File: src/rtl/seq_pkg.sv
// ============================================================================
// Package : seq_pkg
// Purpose : State encodings for the pipeline sequencer and opcode constants
//           shared with the decode control unit.
// Revision: 1.0 - initial release
// ============================================================================
`default_nettype none

package seq_pkg;

    typedef enum logic [1:0] {
        ST_RUN    = 2'd0,
        ST_DRAIN  = 2'd1,
        ST_HALTED = 2'd2,
        ST_STEP   = 2'd3
    } seq_state_e;

    localparam logic [5:0] OP_J    = 6'b000010;
    localparam logic [5:0] OP_HALT = 6'b111111;

endpackage : seq_pkg

`default_nettype wire

File: src/rtl/hazard_detect.sv
// ============================================================================
// Module  : hazard_detect
// Purpose : Combinational load-use compare between the load in EX and the
//           source registers of the instruction in ID.
// Revision: 1.0 - initial release
// ============================================================================
`default_nettype none

module hazard_detect (
    input  logic       ex_memtoreg_i,
    input  logic [4:0] ex_rt_i,
    input  logic [4:0] id_rs_i,
    input  logic [4:0] id_rt_i,
    input  logic       id_uses_rt_i,
    output logic       load_use_o
);

    // $zero never carries a real dependency, so a load targeting it never stalls.
    assign load_use_o = ex_memtoreg_i && (ex_rt_i != 5'd0) &&
                        ((ex_rt_i == id_rs_i) || (id_uses_rt_i && (ex_rt_i == id_rt_i)));

endmodule : hazard_detect

`default_nettype wire

File: src/rtl/pipeline_sequencer.sv
// ============================================================================
// Module  : pipeline_sequencer
// Purpose : Run/drain/halt sequencing and per-stage enables/flushes for the
//           5-stage pipeline; optional single-step debug with DEBUG_STEP_EN.
// Revision: 1.0 - initial release
// ============================================================================
`default_nettype none

module pipeline_sequencer
    import seq_pkg::*;
#(
    parameter int DRAIN_CYCLES = 3,
    parameter int CNT_W        = 32
) (
    input  logic             clk,
    input  logic             rst_n,
    input  logic [5:0]       id_op,
    input  logic [4:0]       id_rs,
    input  logic [4:0]       id_rt,
    input  logic             id_uses_rt,
    input  logic             id_halt,
    input  logic             ex_memtoreg,
    input  logic [4:0]       ex_rt,
    input  logic             ex_branch_taken,
    input  logic             mem_busy,
`ifdef DEBUG_STEP_EN
    input  logic             step_req,
    input  logic             resume_req,
`endif
    output logic             pc_en,
    output logic             if_id_en,
    output logic             if_id_flush,
    output logic             id_ex_flush,
    output logic             ex_mem_en,
    output logic             halted,
    output logic [CNT_W-1:0] cycle_count
);

    localparam int DRAIN_W = $clog2(DRAIN_CYCLES + 1);

    seq_state_e         state_q, state_d;
    logic [DRAIN_W-1:0] drain_q, drain_d;
    logic [CNT_W-1:0]   cycle_q;
    logic               halted_q;
    logic               load_use;

    hazard_detect u_hazard_detect (
        .ex_memtoreg_i (ex_memtoreg),
        .ex_rt_i       (ex_rt),
        .id_rs_i       (id_rs),
        .id_rt_i       (id_rt),
        .id_uses_rt_i  (id_uses_rt),
        .load_use_o    (load_use)
    );

    always_comb begin
        state_d     = state_q;
        drain_d     = drain_q;
        pc_en       = 1'b1;
        if_id_en    = 1'b1;
        if_id_flush = 1'b0;
        id_ex_flush = 1'b0;
        ex_mem_en   = 1'b1;
        case (state_q)
            ST_RUN: begin
                if (mem_busy) begin
                    pc_en     = 1'b0;
                    if_id_en  = 1'b0;
                    ex_mem_en = 1'b0;
                end else if (ex_branch_taken) begin
                    // ID holds a wrong-path instruction; any HALT or stall it asks for is void.
                    if_id_flush = 1'b1;
                    id_ex_flush = 1'b1;
                end else if (load_use) begin
                    pc_en       = 1'b0;
                    if_id_en    = 1'b0;
                    id_ex_flush = 1'b1;
                end else if (id_halt) begin
                    pc_en       = 1'b0;
                    if_id_en    = 1'b0;
                    id_ex_flush = 1'b1;
                    drain_d     = DRAIN_W'(DRAIN_CYCLES);
                    state_d     = ST_DRAIN;
                end else if (id_op == OP_J) begin
                    if_id_flush = 1'b1;
                end
            end
            ST_DRAIN: begin
                pc_en       = 1'b0;
                if_id_en    = 1'b0;
                id_ex_flush = 1'b1;
                ex_mem_en   = !mem_busy;
                if (!mem_busy) begin
                    if (drain_q == DRAIN_W'(1)) begin
                        drain_d = '0;
                        state_d = ST_HALTED;
                    end else begin
                        drain_d = drain_q - DRAIN_W'(1);
                    end
                end
            end
            ST_HALTED: begin
                pc_en       = 1'b0;
                if_id_en    = 1'b0;
                ex_mem_en   = 1'b0;
                id_ex_flush = 1'b1;
`ifdef DEBUG_STEP_EN
                // The PC already points past the held HALT, so dropping IF/ID is enough.
                if (resume_req) begin
                    if_id_flush = 1'b1;
                    state_d     = ST_RUN;
                end else if (step_req) begin
                    state_d = ST_STEP;
                end
`endif
            end
            default: begin
                if (mem_busy) begin
                    pc_en     = 1'b0;
                    if_id_en  = 1'b0;
                    ex_mem_en = 1'b0;
                end else begin
                    state_d = ST_HALTED;
                end
            end
        endcase
    end

    always_ff @(posedge clk or negedge rst_n) begin
        if (!rst_n) begin
            state_q  <= ST_RUN;
            drain_q  <= '0;
            cycle_q  <= '0;
            halted_q <= 1'b0;
        end else begin
            state_q  <= state_d;
            drain_q  <= drain_d;
            halted_q <= (state_d == ST_HALTED);
            if ((state_q != ST_HALTED) && (cycle_q != {CNT_W{1'b1}})) begin
                cycle_q <= cycle_q + CNT_W'(1);
            end
        end
    end

    assign halted      = halted_q;
    assign cycle_count = cycle_q;

endmodule : pipeline_sequencer

`default_nettype wire
File: config.mk
export PLATFORM = sky130hd
export DESIGN_NAME = pipeline_sequencer
export DESIGN_NICKNAME = d
export VERILOG_FILES = /design/src/rtl/seq_pkg.sv /design/src/rtl/hazard_detect.sv /design/src/rtl/pipeline_sequencer.sv
export SDC_FILE = /design/constraint.sdc
export NUM_CORES = 1
export LEC_CHECK = 0
export BUFFER_PORTS_ARGS = -buffer_cell sky130_fd_sc_hd__buf_2
export CAP_MARGIN = 10
export CORE_ASPECT_RATIO = 1.2
export CORE_MARGIN = 2
export CORE_UTILIZATION = 45
export DETAILED_ROUTE_END_ITERATION = 8
export GPL_ROUTABILITY_DRIVEN = 0
export HOLD_SLACK_MARGIN = 0.08
export PLACE_DENSITY = 0.74
export SLEW_MARGIN = 20
export SYNTH_ARGS = -nofsm -noshare
export SYNTH_HDL_FRONTEND = slang
export SYNTH_SLANG_ARGS = --single-unit
File: constraint.sdc
create_clock -name clk -period 1.8 [get_ports clk]
set_clock_uncertainty 0.1 [all_clocks]
set_input_delay 0 -clock clk [delete_from_list [all_inputs] [get_ports clk]]
set_output_delay 0 -clock clk [all_outputs]
set_load 0.01 [all_outputs]
# After elaboration in Yosys (flattened, before gate mapping)
# Cells that the tools add are included.
# op_classes
n_addsub,2
eq_ne,14
muxes,33
n_reduce_logical,11
# ops
operator,n
$add A32 B1 Y32 const B,1
$ne A32 B32 Y1 const B,1
$mux W2,13
$mux W1,15
$ne A2 B2 Y1 const B,6
$eq A5 B5 Y1,2
$eq A6 B2 Y1 const B,1
$pmux W1 S2,3
$pmux W2 S3,1
$reduce_and A6 Y1,1
$reduce_bool A5 Y1,1
$eq A2 B1 Y1 const B,2
$eq A2 B2 Y1 const B,2
$logic_and A1 B1 Y1,4
$pmux W2 S2,1
$logic_not A2 Y1,1
$reduce_bool A2 Y1,1
$reduce_or A2 Y1,1
$sub A2 B1 Y2 const B,1
$logic_not A1 Y1,1
$logic_or A1 B1 Y1,1
# totals
register_bits,37
inputBits,28
out_inout_bits,38

# Logic depth before layout (Yosys ltp)
# Gate-level depths: netlist (run 1).
# logic_depth
depth_word,9
ltp_mapped,8

# By module
# From an unflattened synthesis (run 1), not the netlist that was laid out.
# hier_totals
cells_unflattened,214
area_unflattened_um2,2129.5
# by_module_without_submodules
module,instances,cells_each,area_per_inst_um2
pipeline_sequencer,1,197,1996.9
hazard_detect,1,17,132.6

# Worst setup path before layout (run 1)
# OpenSTA, ideal clock, no wires.
# synth_path
path_kind,reg-to-reg
start,"register cycle_q[0], in the netlist cycle_count[0]"
end,"register cycle_q[26], in the netlist cycle_count[26]"
arrival_ps,1860
t_required_ps,1621
setup_slack_ps,-239
stages_incl_launch_ff,7
path_buffers,0
period_less_slack_ps,2039
cell_sequence,dfrtp_1 > ha_1 > nand3_1 > or4_4 > or3_4 > nor2_2 > xor2_1
# synth_between
elab_chain_cells,2
# synth_rtl
item,line_no,rtl
from (decl),pipeline_sequencer.sv:43,logic [CNT_W-1:0] cycle_q;
from (signal assigned),pipeline_sequencer.sv:140,cycle_q <= cycle_q + CNT_W'(1);
"parallel branches: the longest is 2 deep, another holds $add A32 B1 Y32",n/a,
# Several ways; the timed one is not identified.
# A chain may end at the register's enable or synchronous reset.

# Worst setup path after layout (run 1)
# layout_path
start,register state_q[0]
end,"register cycle_q[26], in the netlist cycle_count[26]"
# layout_between
elab_chain_cells,2
# layout_rtl
item,line_no,rtl
from (decl),pipeline_sequencer.sv:41,"seq_state_e state_q, state_d;"
from (signal assigned),pipeline_sequencer.sv:136,state_q <= state_d;
$ne A2 B2 Y1,pipeline_sequencer.sv:139,if ((state_q != ST_HALTED) && (cycle_q != {CNT_W{1'b1}})) begin
$logic_and A1 B1 Y1,pipeline_sequencer.sv:139,
# No other way between the ends.

==> results of run 1 <==
-- final timing paths --
path	start	endpoint	slack [ps]
setup reg to reg	state_q[0]	cycle_count[26]	-240
hold / removal	id_uses_rt	drain_q[1]	110
min in group asynchronous	rst_n	cycle_count[9]	180
hold reg to reg	cycle_count[29]	cycle_count[29]	430
setup / recovery	state_q[0]	cycle_count[26]	-240
max in group asynchronous	rst_n	cycle_count[13]	1070
-- cells by family (layout without fill, tap and decap cells) --
group                      count (synthesis)  in the layout  synth area share, %
muxes                                      1              1                0.695
DFF                                       37             37                 42.9
and+or+nand+nor                          100            100                 26.4
buffers and inverters                     16            146                 3.01
adders and majority gates                  7              7                 4.06
xor gates and xnor gates                  40             40                 16.2
AOI/OAI and AO/OA                         21             21                 6.67
-- state kept, by name (all words and copies together) (netlist names) --
| name | cells |
|---|---|
| state_q | 2 |
| cycle_count | 32 |
| halted | 1 |
| drain_q | 2 |
-- layout by cell type (no fill, tap or decap), types with 2 or more instances in the layout --
cell | synthesis | routed
sky130_fd_sc_hd__a21oi_1 | 7 | 5
sky130_fd_sc_hd__and3_1 | 2 | 2
sky130_fd_sc_hd__buf_12 | 0 | 2
sky130_fd_sc_hd__buf_2 | 1 | 65
sky130_fd_sc_hd__buf_4 | 1 | 52
sky130_fd_sc_hd__buf_6 | 0 | 7
sky130_fd_sc_hd__clkbuf_1 | 3 | 2
sky130_fd_sc_hd__clkbuf_8 | 0 | 6
sky130_fd_sc_hd__dfrtp_1 | 37 | 33
sky130_fd_sc_hd__dfrtp_2 | 0 | 4
sky130_fd_sc_hd__ha_1 | 7 | 2
sky130_fd_sc_hd__ha_4 | 0 | 4
sky130_fd_sc_hd__inv_1 | 10 | 8
sky130_fd_sc_hd__nand2_1 | 15 | 15
sky130_fd_sc_hd__nand2b_1 | 3 | 2
sky130_fd_sc_hd__nand3_1 | 16 | 12
sky130_fd_sc_hd__nand3_2 | 1 | 4
sky130_fd_sc_hd__nand4_1 | 6 | 6
sky130_fd_sc_hd__nor2_1 | 25 | 16
sky130_fd_sc_hd__nor2_2 | 2 | 2
sky130_fd_sc_hd__nor2_4 | 0 | 9
sky130_fd_sc_hd__nor3_1 | 7 | 3
sky130_fd_sc_hd__nor3_4 | 2 | 5
sky130_fd_sc_hd__nor4_1 | 7 | 2
sky130_fd_sc_hd__nor4_2 | 0 | 2
sky130_fd_sc_hd__nor4_4 | 0 | 3
sky130_fd_sc_hd__o21ai_0 | 3 | 2
sky130_fd_sc_hd__or3_4 | 2 | 2
sky130_fd_sc_hd__xnor2_1 | 17 | 17
sky130_fd_sc_hd__xor2_1 | 23 | 23
-- cell type report --
cell class                      instances  area, µm²  area share (%)
Inverter                               10       47.5            1.36
Tap cell                               58       72.6            2.08
Clock buffer                            8       90.1            2.58
Timing Repair Buffer                  128        860            24.6
Sequential cell                        37        931            26.6
Multi-Input combinational cell        169       1490            42.7
-- through the flow --
step           cell area, µm²  worst slack (ps)  hold WS (ps)  total power [mW]  utilization (%)
2_1_floorplan            2170              -208          -396              1.76                -
5_1_grt                  3490              -280           140              3.48             76.1
6_report                 3490              -235           112              3.29             76.1
3_3_place_gp             2900              -130         -34.1              2.20             63.2
4_1_cts                  3170              -208          92.8              2.90             69.0
3_5_place_dp             2900              -214         -26.7              2.23             63.2
-- power by group through the flow --
stage	clock, mW	combinational [mW]	sequential, mW
after floorplan	0	0.606	1.15
after global placement	0	1.16	1.05
after detailed placement	0	1.18	1.05
after CTS	0.600	1.26	1.04
after global routing	0.654	1.77	1.05
final	0.606	1.63	1.04
-- layer usage --
layer	GRT usage, %	share of wire [%]	vias up	routed length [µm]
met3	4.94	4.6	16	279
li1	-	-	1027	-
met2	37.6	56	73	3440
met1	24.3	37	1021	2250
met5	0	0	-	0
met4	9.80	2.6	0	159
-- timing repair --
action,CTS,global route
hold endpoints to repair,37,0
pin swaps,8,21
hold buffers,1,0
buffers inserted,7,7
gates resized for setup,22,56
endpoints found under the setup margin,15,36
-- critical path, stage by stage (launching register included) --
cell	delay [ps]
sky130_fd_sc_hd__dfrtp_1	350
sky130_fd_sc_hd__inv_1	70
sky130_fd_sc_hd__ha_1	210
sky130_fd_sc_hd__or4_4	570
sky130_fd_sc_hd__or3_4	400
sky130_fd_sc_hd__nor2_4	110
sky130_fd_sc_hd__xor2_1	160
==> out/metrics.cfg, run 1 <==
[drt]
route.detailed.drc=0
first_pass_iters=4
antenna_nets_post_route=0
1st_iter_drt_viols=153
detailroute.via_count=2137
final_routed_wirelength_across_all_metal_layers_um=6120
wl_per_cell_um=14.9
detail_route.vias_per_cell=5.21

[final_layout]
fill_cells=302
finalNonFillerCells=410
area_growth_from_synthesis_to_layout_pct=61.9
post_route_cells_drive_above_1_share_pct=54.3
nNetsFinal=386
antenna_cells_inserted=0

[timing]
final_critical_path_setup_slack_ps=-235
max_freq_ghz=0.491
total_count_of_max_transition_violations_in_the_final_report=0
worst_pin_slew_ps=571
hold_viol=0
relSlewSlack_pct=61.6
layout_min_cycle_time_ps=2040
fin_setup_tns_ps=-1780
rsz0062_at_grt=yes
layout_worst_path_cycle_share_pct=113
finalSetupViolations=14

[logic_synthesis]
synth_warnings=0
yosysUniqueCellTypes=44
ys_dominant_reg_cell=sky130_fd_sc_hd__dfrtp_1
post_synth_edffs=0
synthesized_nets=257
synth_seq_cells=37
syn_inst=222
postSynthAreaPerCell_um2=9.72
synth_sequential_area_ratio_pct=42.9
synth_async_sr_flop_share_pct=100
synth_top_area_share_pct=42.9
ys_top_cells_by_count=sky130_fd_sc_hd__dfrtp_1 (37), sky130_fd_sc_hd__nor2_1 (25), sky130_fd_sc_hd__xor2_1 (23)
yosys.cell_count.top_type=sky130_fd_sc_hd__dfrtp_1
synth.area.top_cells=sky130_fd_sc_hd__dfrtp_1 (43%), sky130_fd_sc_hd__xor2_1 (9.3%), sky130_fd_sc_hd__xnor2_1 (6.9%)
syn-cell-area_um2=2160
cell_taking_the_most_area_after_synthesis=sky130_fd_sc_hd__dfrtp_1

[clock_network]
clock_sink_count=37
clock-root-buffer=sky130_fd_sc_hd__clkbuf_8
htreeDepth=2
clk_latency_ps=300
cts.clk_slew.worst_paths_ps=70
longest_clk_path_bufs=2
cts-buffers-inserted=5
clock_tree_from_tritoncts=yes

[placement]
dpl.cell_count=387
detailed_place_hpwl_um=3800
placement.io_buffers=65

[global_routing]
antenna_found_initial=0
grt_start_max_net_pins=38
via_count_of_the_first_global_routing_pass=2015
global_route.usage.total_pct=21.5
wire_length_of_the_first_global_routing_pass_um=8750
overflow=0

[power_and_ir_drop]
pwr_density_cell_nw_per_um2=940
power.switching_mw=1.18
switching_share_pct=35.9
power_frac_comb_pct=49.7
power_report.internal_total_mw=2.11
peakVddDrop_mv=0.778
seq_power_share_pct=31.8
power.static_leakage_nw=1.76
power.clock.fraction_pct=18.5

[worst_setup_path]
cp_max_fo=4
end_kind=flip-flop
worst_ep_required_time_ps=1920
crit_type=flip-flop to flip-flop
r2r_cells=6
arrival_ps=2160
worstSetupStartpointType=flip-flop

[floorplanning]
ioPinCount=66
floorplan_die_area_um2=5370
die_w_um=67.2
initial_core_util_pct=47.0
die_h_um=79.9
std_cell_rows=27
floorplan.core_area_um2=4590

[hold_path]
hold_path_depth=6
hold_class=input pin to flip-flop

[run]
cap_violations=0

[run_status]
status=complete, but fails checks
failed_checks=setup timing

Power figures use the tool's default switching activity.
==> inputs of run 2 (changes only) <==
--- a/config.mk
+++ b/config.mk
@@ -13,6 +13,7 @@
 export DETAILED_ROUTE_END_ITERATION = 8
 export GPL_ROUTABILITY_DRIVEN = 0
 export HOLD_SLACK_MARGIN = 0.08
+export MAX_ROUTING_LAYER = met4
 export PLACE_DENSITY = 0.74
 export SLEW_MARGIN = 20
 export SYNTH_ARGS = -nofsm -noshare
==> out/metrics.cfg, run 2 (synthesis gave the netlist of run 1 again) <==
[power_and_ir_drop]
peakVddDrop_mv=0.778  ; about the same
pwr_density_cell_nw_per_um2=941  ; was 940 nW/µm²
power.static_leakage_nw=1.76  ; unchanged

[worst_setup_path]
cp_cell_sequence=inv_1 -> ha_1 -> or4_4 -> or3_4 -> nor2_4 -> xor2_1  ; unchanged
max_stage_delay_ps=570  ; about the same
cpMaxStageDelayCell=sky130_fd_sc_hd__or4_4  ; unchanged
end_kind=flip-flop  ; unchanged
r2r_start=state_q[0]  ; unchanged
crit_type=flip-flop to flip-flop  ; unchanged
worst_ep_required_time_ps=1920  ; about the same
worstSetupStartpointType=flip-flop  ; unchanged
worstSetupStartpoint=state_q[0]  ; unchanged
r2r_cells=6  ; unchanged
reg2reg_setup_slack_ps=-250  ; was -240 ps
r2r_end=cycle_count[26]  ; unchanged
arrival_ps=2170  ; was 2160 ps
cp_max_fo=4  ; unchanged

[timing]
layout_min_cycle_time_ps=2050  ; was 2040 ps
layout_worst_path_cycle_share_pct=114  ; was 113%
total_count_of_max_transition_violations_in_the_final_report=0  ; unchanged
worst_pin_slew_ps=570  ; was 571 ps
hold_viol=0  ; unchanged
final_critical_path_setup_slack_ps=-248  ; was -235 ps
rsz0062_at_grt=yes  ; unchanged
relSlewSlack_pct=61.7  ; was 61.6%
finalSetupViolations=15  ; was 14
fin_setup_tns_ps=-1910  ; was -1780 ps
max_freq_ghz=0.488  ; was 0.491 GHz

[placement]
detailed_place_hpwl_um=3800  ; unchanged
placement.io_buffers=65  ; unchanged
placement.cell_area_um2=2900  ; unchanged

[clock_network]
cts-buffers-inserted=5  ; unchanged
htreeDepth=2  ; unchanged
clock-root-buffer=sky130_fd_sc_hd__clkbuf_8  ; unchanged
cts.clk_slew.worst_paths_ps=70  ; about the same
longest_clk_path_bufs=2  ; unchanged
clock_sink_count=37  ; unchanged
clk_latency_ps=290  ; was 300 ps
clock_tree_from_tritoncts=yes  ; unchanged

[drt]
wl_per_cell_um=15.0  ; was 14.9 µm
antenna_nets_post_route=0  ; unchanged
1st_iter_drt_viols=119  ; was 153
detailroute.via_count=2149  ; was 2137
route.detailed.drc=0  ; unchanged
final_routed_wirelength_across_all_metal_layers_um=6140  ; was 6120 µm
detail_route.vias_per_cell=5.24  ; was 5.21
first_pass_iters=4  ; unchanged

[hold_path]
hold_class=input pin to flip-flop  ; unchanged
min_from=id_uses_rt  ; unchanged
hold_path_depth=6  ; unchanged
hold_end=drain_q[1]  ; unchanged

[floorplanning]
std_cell_rows=27  ; unchanged
die_w_um=67.2  ; unchanged
die_h_um=79.9  ; unchanged
floorplan.core_area_um2=4590  ; unchanged
initial_core_util_pct=47.0  ; unchanged
floorplan_die_area_um2=5370  ; unchanged
ioPinCount=66  ; unchanged

[global_routing]
global_route.usage.total_pct=22.1  ; was 21.5%
grt_start_max_net_pins=38  ; unchanged
antenna_found_initial=0  ; unchanged
via_count_of_the_first_global_routing_pass=2017  ; was 2015
wire_length_of_the_first_global_routing_pass_um=8740  ; was 8750 µm
overflow=0  ; unchanged

[final_layout]
fin_area_um2=3490  ; unchanged
area_growth_from_synthesis_to_layout_pct=61.9  ; unchanged
final_cell_mix=sky130_fd_sc_hd__buf_2 (65), sky130_fd_sc_hd__buf_4 (52), sky130_fd_sc_hd__dfrtp_1 (33)  ; unchanged
number_of_flip_flops_under_the_largest_register_name=32  ; unchanged
post_route_cells_drive_above_1_share_pct=54.3  ; unchanged
sequential_cell_area_um2=931  ; unchanged
fill_cells=302  ; unchanged
mostFrequentLayoutCell=sky130_fd_sc_hd__buf_2  ; unchanged
multi_input_comb_area_um2=1490  ; unchanged
finish.utilization_pct=76.1  ; unchanged
antenna_cells_inserted=0  ; unchanged
nNetsFinal=386  ; unchanged

[run]
cap_violations=0  ; unchanged

[run_status]
status=complete, but fails checks  ; unchanged
failed_checks=setup timing  ; unchanged

## run 2: cell counts in the layout (fill, tap and decap cells not counted)
Identical to the previous run, type by type.
## run 2: layer usage
metal | share of wire [%] | vias up | track usage [%]
met4 | 2.6 | 0 | 9.80
met1 | 37 | 1028 | 24.3
met3 | 4.6 | 19 | 4.80
met5 | 0 | - | -
li1 | - | 1025 | -
met2 | 56 | 77 | 37.7
## run 2: final cells by class
type                            instances  share of cell area (%)
Sequential cell                        37                    26.6
Timing Repair Buffer                  128                    24.6
Multi-Input combinational cell        169                    42.7
Inverter                               10                    1.36
Clock buffer                            8                    2.58
Tap cell                               58                    2.08
## run 2: worst max-delay path by stage
| stage | endpoint | slack (ps) | cells after the start |
|---|---|---|---|
| 2_1_floorplan | cycle_count[26] | -210 | 6 |
| 3_3_place_gp | cycle_count[26] | -130 | 6 |
| 3_5_place_dp | cycle_count[26] | -210 | 6 |
| 4_1_cts | cycle_count[26] | -210 | 6 |
| 5_1_grt | cycle_count[22] | -280 | 6 |
| 6_report | cycle_count[26] | -250 | 6 |
## run 2: stage by stage
step                worst slack (ps)  total power [mW]  cells  hold slack (ps)
floorplan                       -208              1.76    222             -396
finish                          -248              3.29    410              111
global route                    -280              3.48    410              140
global placement                -130              2.20    387            -34.1
detailed placement              -214              2.23    387            -26.7
CTS                             -208              2.90    403             92.8
## run 2: where the power goes
part           total [mW]  switching [mW]  internal (mW)
Combinational        1.64           0.807          0.830
Clock               0.605           0.293          0.312
Sequential           1.05          0.0804          0.965
Total                3.29            1.18           2.11
## run 2: timing repair
item | CTS | global route
setup buffers | 7 | 7
hold endpoints to repair | 37 | 0
pin swaps | 8 | 21
gates resized for setup | 22 | 56
hold buffers | 1 | 0
setup endpoints to repair | 15 | 36
## run 2: worst max-delay path: cells and delay by family, from the launching register on
| family | cells | cell delay (ps) |
|---|---|---|
| AND/OR/NAND/NOR | 3 | 1080 |
| flip-flops | 1 | 350 |
| adder cells (fa/ha/maj) | 1 | 210 |
| XOR/XNOR | 1 | 160 |
| buffers and inverters | 1 | 70 |
==> inputs of run 3 (changes only) <==
--- a/config.mk
+++ b/config.mk
@@ -10,11 +10,12 @@
 export CORE_ASPECT_RATIO = 1.2
 export CORE_MARGIN = 2
 export CORE_UTILIZATION = 45
+export CTS_BUF_LIST = sky130_fd_sc_hd__clkbuf_4
 export DETAILED_ROUTE_END_ITERATION = 8
 export GPL_ROUTABILITY_DRIVEN = 0
 export HOLD_SLACK_MARGIN = 0.08
 export MAX_ROUTING_LAYER = met4
-export PLACE_DENSITY = 0.74
+export PLACE_DENSITY = 0.78
 export SLEW_MARGIN = 20
 export SYNTH_ARGS = -nofsm -noshare
 export SYNTH_HDL_FRONTEND = slang
==> out/metrics.cfg, run 3 (synthesis gave the netlist of run 1 again) <==
[timing]
rsz0062_at_grt=yes  ; unchanged
hold_viol=0  ; unchanged
worst_pin_slew_ps=842  ; was 570 ps
layout_worst_path_cycle_share_pct=119  ; was 114%
relSlewSlack_pct=43.9  ; was 61.7%
layout_min_cycle_time_ps=2140  ; was 2050 ps
total_count_of_max_transition_violations_in_the_final_report=0  ; unchanged
final_critical_path_setup_slack_ps=-345  ; was -248 ps
max_freq_ghz=0.466  ; was 0.488 GHz
finalSetupViolations=25  ; was 15

[global_routing]
global_route.usage.total_pct=23.6  ; was 22.1%
overflow=0  ; unchanged
grt_start_max_net_pins=38  ; unchanged
antenna_found_initial=0  ; unchanged
via_count_of_the_first_global_routing_pass=2138  ; was 2017
wire_length_of_the_first_global_routing_pass_um=9330  ; was 8740 µm

[final_layout]
final_cell_mix=sky130_fd_sc_hd__buf_2 (65), sky130_fd_sc_hd__buf_4 (57), sky130_fd_sc_hd__dfrtp_1 (33)  ; was sky130_fd_sc_hd__buf_2 (65), sky130_fd_sc_hd__buf_4 (52), sky130_fd_sc_hd__dfrtp_1 (33)
post_route_cells_drive_above_1_share_pct=57.6  ; was 54.3%
fill_cells=269  ; was 302
nNetsFinal=397  ; was 386
number_of_flip_flops_under_the_largest_register_name=32  ; unchanged
finish.utilization_pct=77.5  ; was 76.1%
mostFrequentLayoutCell=sky130_fd_sc_hd__buf_2  ; unchanged
area_growth_from_synthesis_to_layout_pct=64.9  ; was 61.9%
antenna_cells_inserted=0  ; unchanged

[clock_network]
htreeDepth=2  ; unchanged
clk_latency_ps=360  ; was 290 ps
clock-root-buffer=sky130_fd_sc_hd__clkbuf_4  ; was sky130_fd_sc_hd__clkbuf_8
clock_tree_from_tritoncts=yes  ; unchanged
longest_clk_path_bufs=2  ; unchanged
cts.clk_slew.worst_paths_ps=120  ; was 70 ps
clock_sink_count=37  ; unchanged
cts-buffers-inserted=5  ; unchanged

[floorplanning]
floorplan.core_area_um2=4590  ; unchanged
floorplan_die_area_um2=5370  ; unchanged
die_w_um=67.2  ; unchanged
std_cell_rows=27  ; unchanged
initial_core_util_pct=47.0  ; unchanged
ioPinCount=66  ; unchanged
die_h_um=79.9  ; unchanged

[drt]
route.detailed.drc=0  ; unchanged
wl_per_cell_um=16.5  ; was 15.0 µm
detailroute.via_count=2260  ; was 2149
1st_iter_drt_viols=128  ; was 119
met2_length_um=3930  ; was 3440 µm
detail_route.vias_per_cell=5.37  ; was 5.24
antenna_nets_post_route=0  ; unchanged
routed-wl-met3_um=365  ; was 284 µm
final_routed_wirelength_across_all_metal_layers_um=6930  ; was 6140 µm
first_pass_iters=4  ; unchanged
maxUsedRoutingLayer=met4  ; unchanged
wirelength_met1_um=2410  ; was 2260 µm

[power_and_ir_drop]
pwr_density_cell_nw_per_um2=947  ; was 941 nW/µm²
power_report.internal_total_mw=2.07  ; was 2.11 mW
power_frac_comb_pct=54.9  ; was 49.8%
peakVddDrop_mv=0.609  ; was 0.778 mV
switching_share_pct=38.4  ; was 35.9%
power.switching_mw=1.29  ; was 1.18 mW
seq_power_share_pct=31.6  ; was 31.8%
total_power_mw=3.37  ; was 3.29 mW
power.static_leakage_nw=1.80  ; was 1.76 nW
power.clock.fraction_pct=13.5  ; was 18.4%

[run_status]
failed_checks=setup timing  ; unchanged
status=complete, but fails checks  ; unchanged

[worst_setup_path]
crit_type=flip-flop to flip-flop  ; unchanged
arrival_ps=2260  ; was 2170 ps
worstSetupStartpointType=flip-flop  ; unchanged
cp_max_fo=5  ; was 4
worst_ep_required_time_ps=1920  ; about the same
end_kind=flip-flop  ; unchanged

[placement]
placement.io_buffers=65  ; unchanged
detailed_place_hpwl_um=3930  ; was 3800 µm

[hold_path]
hold_class=input pin to flip-flop  ; unchanged

[run]
cap_violations=0  ; unchanged

==> run 3: cell types whose count changed in the layout (fill, tap and decap cells not counted), moves of 3 or more <==
cell,before,now
sky130_fd_sc_hd__clkbuf_4,0,6
sky130_fd_sc_hd__clkbuf_8,6,0
sky130_fd_sc_hd__buf_4,52,57
sky130_fd_sc_hd__buf_6,7,12
sky130_fd_sc_hd__nor2_2,2,6
sky130_fd_sc_hd__dlygate4sd3_1,1,4
sky130_fd_sc_hd__inv_1,8,5
sky130_fd_sc_hd__inv_2,0,3
sky130_fd_sc_hd__nor2_4,9,6
==> run 3: per-layer routing <==
metal / vias to the layer above / global-route usage (%)
li1: 1053 / -
met1: 1086 / 22.8
met2: 97 / 44.0
met4: 0 / 10.2
met3: 24 / 5.22
met5: - / -
==> run 3: timing repair <==
| action | in CTS | in global routing |
|---|---|---|
| buffers inserted | 10 | 13 |
| gates cloned | 0 | 0 |
| endpoints found under the setup margin | 22 | 39 |
| pin swaps | 9 | 25 |
| endpoints found under the hold margin | 39 | 0 |
| resized for setup | 35 | 54 |
| hold buffers | 4 | 0 |
==> run 3: area by class of cell <==
cell class                      count  area (µm²)  share of cell area (%)
Clock buffer                        6        45.0                    1.27
Clock inverter                      2        10.0                   0.281
Inverter                           10        45.0                    1.27
Multi-Input combinational cell    169        1510                    42.3
Sequential cell                    37         931                    26.2
Tap cell                           58        72.6                    2.04
Timing Repair Buffer              139         948                    26.7
==> run 3: worst paths after layout <==
path                       depth (start not counted)       startpoint         endpoint  slack, ps
max reg2reg                                        4       state_q[1]  cycle_count[20]       -340
max in group asynchronous                          2            rst_n  cycle_count[13]        850
min in group asynchronous                          2            rst_n   cycle_count[6]        160
max                                                4       state_q[1]  cycle_count[20]       -340
min reg2reg                                        1  cycle_count[29]  cycle_count[29]        420
min                                                6          id_halt       drain_q[1]         80
==> run 3: worst max-delay path: stages (launching register included) <==
cell and delay [ps]:
sky130_fd_sc_hd__dfrtp_1 460, sky130_fd_sc_hd__ha_4 190, sky130_fd_sc_hd__or4_4 590, sky130_fd_sc_hd__nor4_1 510, sky130_fd_sc_hd__xor2_1 150
==> run 3: power groups by stage <==
stage | Clock (mW) | Combinational [mW] | Sequential (mW)
5_1_grt | 0.505 | 1.98 | 1.08
3_3_place_gp | 0 | 1.21 | 1.05
3_5_place_dp | 0 | 1.24 | 1.05
6_report | 0.455 | 1.85 | 1.06
4_1_cts | 0.453 | 1.53 | 1.04
2_1_floorplan | 0 | 0.606 | 1.15
==> run 3: per-stage QoR <==
| stage | hold slack (ps) | std cells | setup WS (ps) | TNS [ps] | instance area, µm² |
|---|---|---|---|---|---|
| 6_report | 79.3 | 421 | -345 | -2830 | 3560 |
| 5_1_grt | 92.7 | 421 | -357 | -5010 | 3560 |
| 4_1_cts | 82.9 | 410 | -203 | -1340 | 3240 |
| 3_5_place_dp | 45.4 | 388 | -253 | -1210 | 2910 |
| 3_3_place_gp | 30.9 | 388 | -118 | -452 | 2910 |
| 2_1_floorplan | -396 | 222 | -208 | -1100 | 2170 |
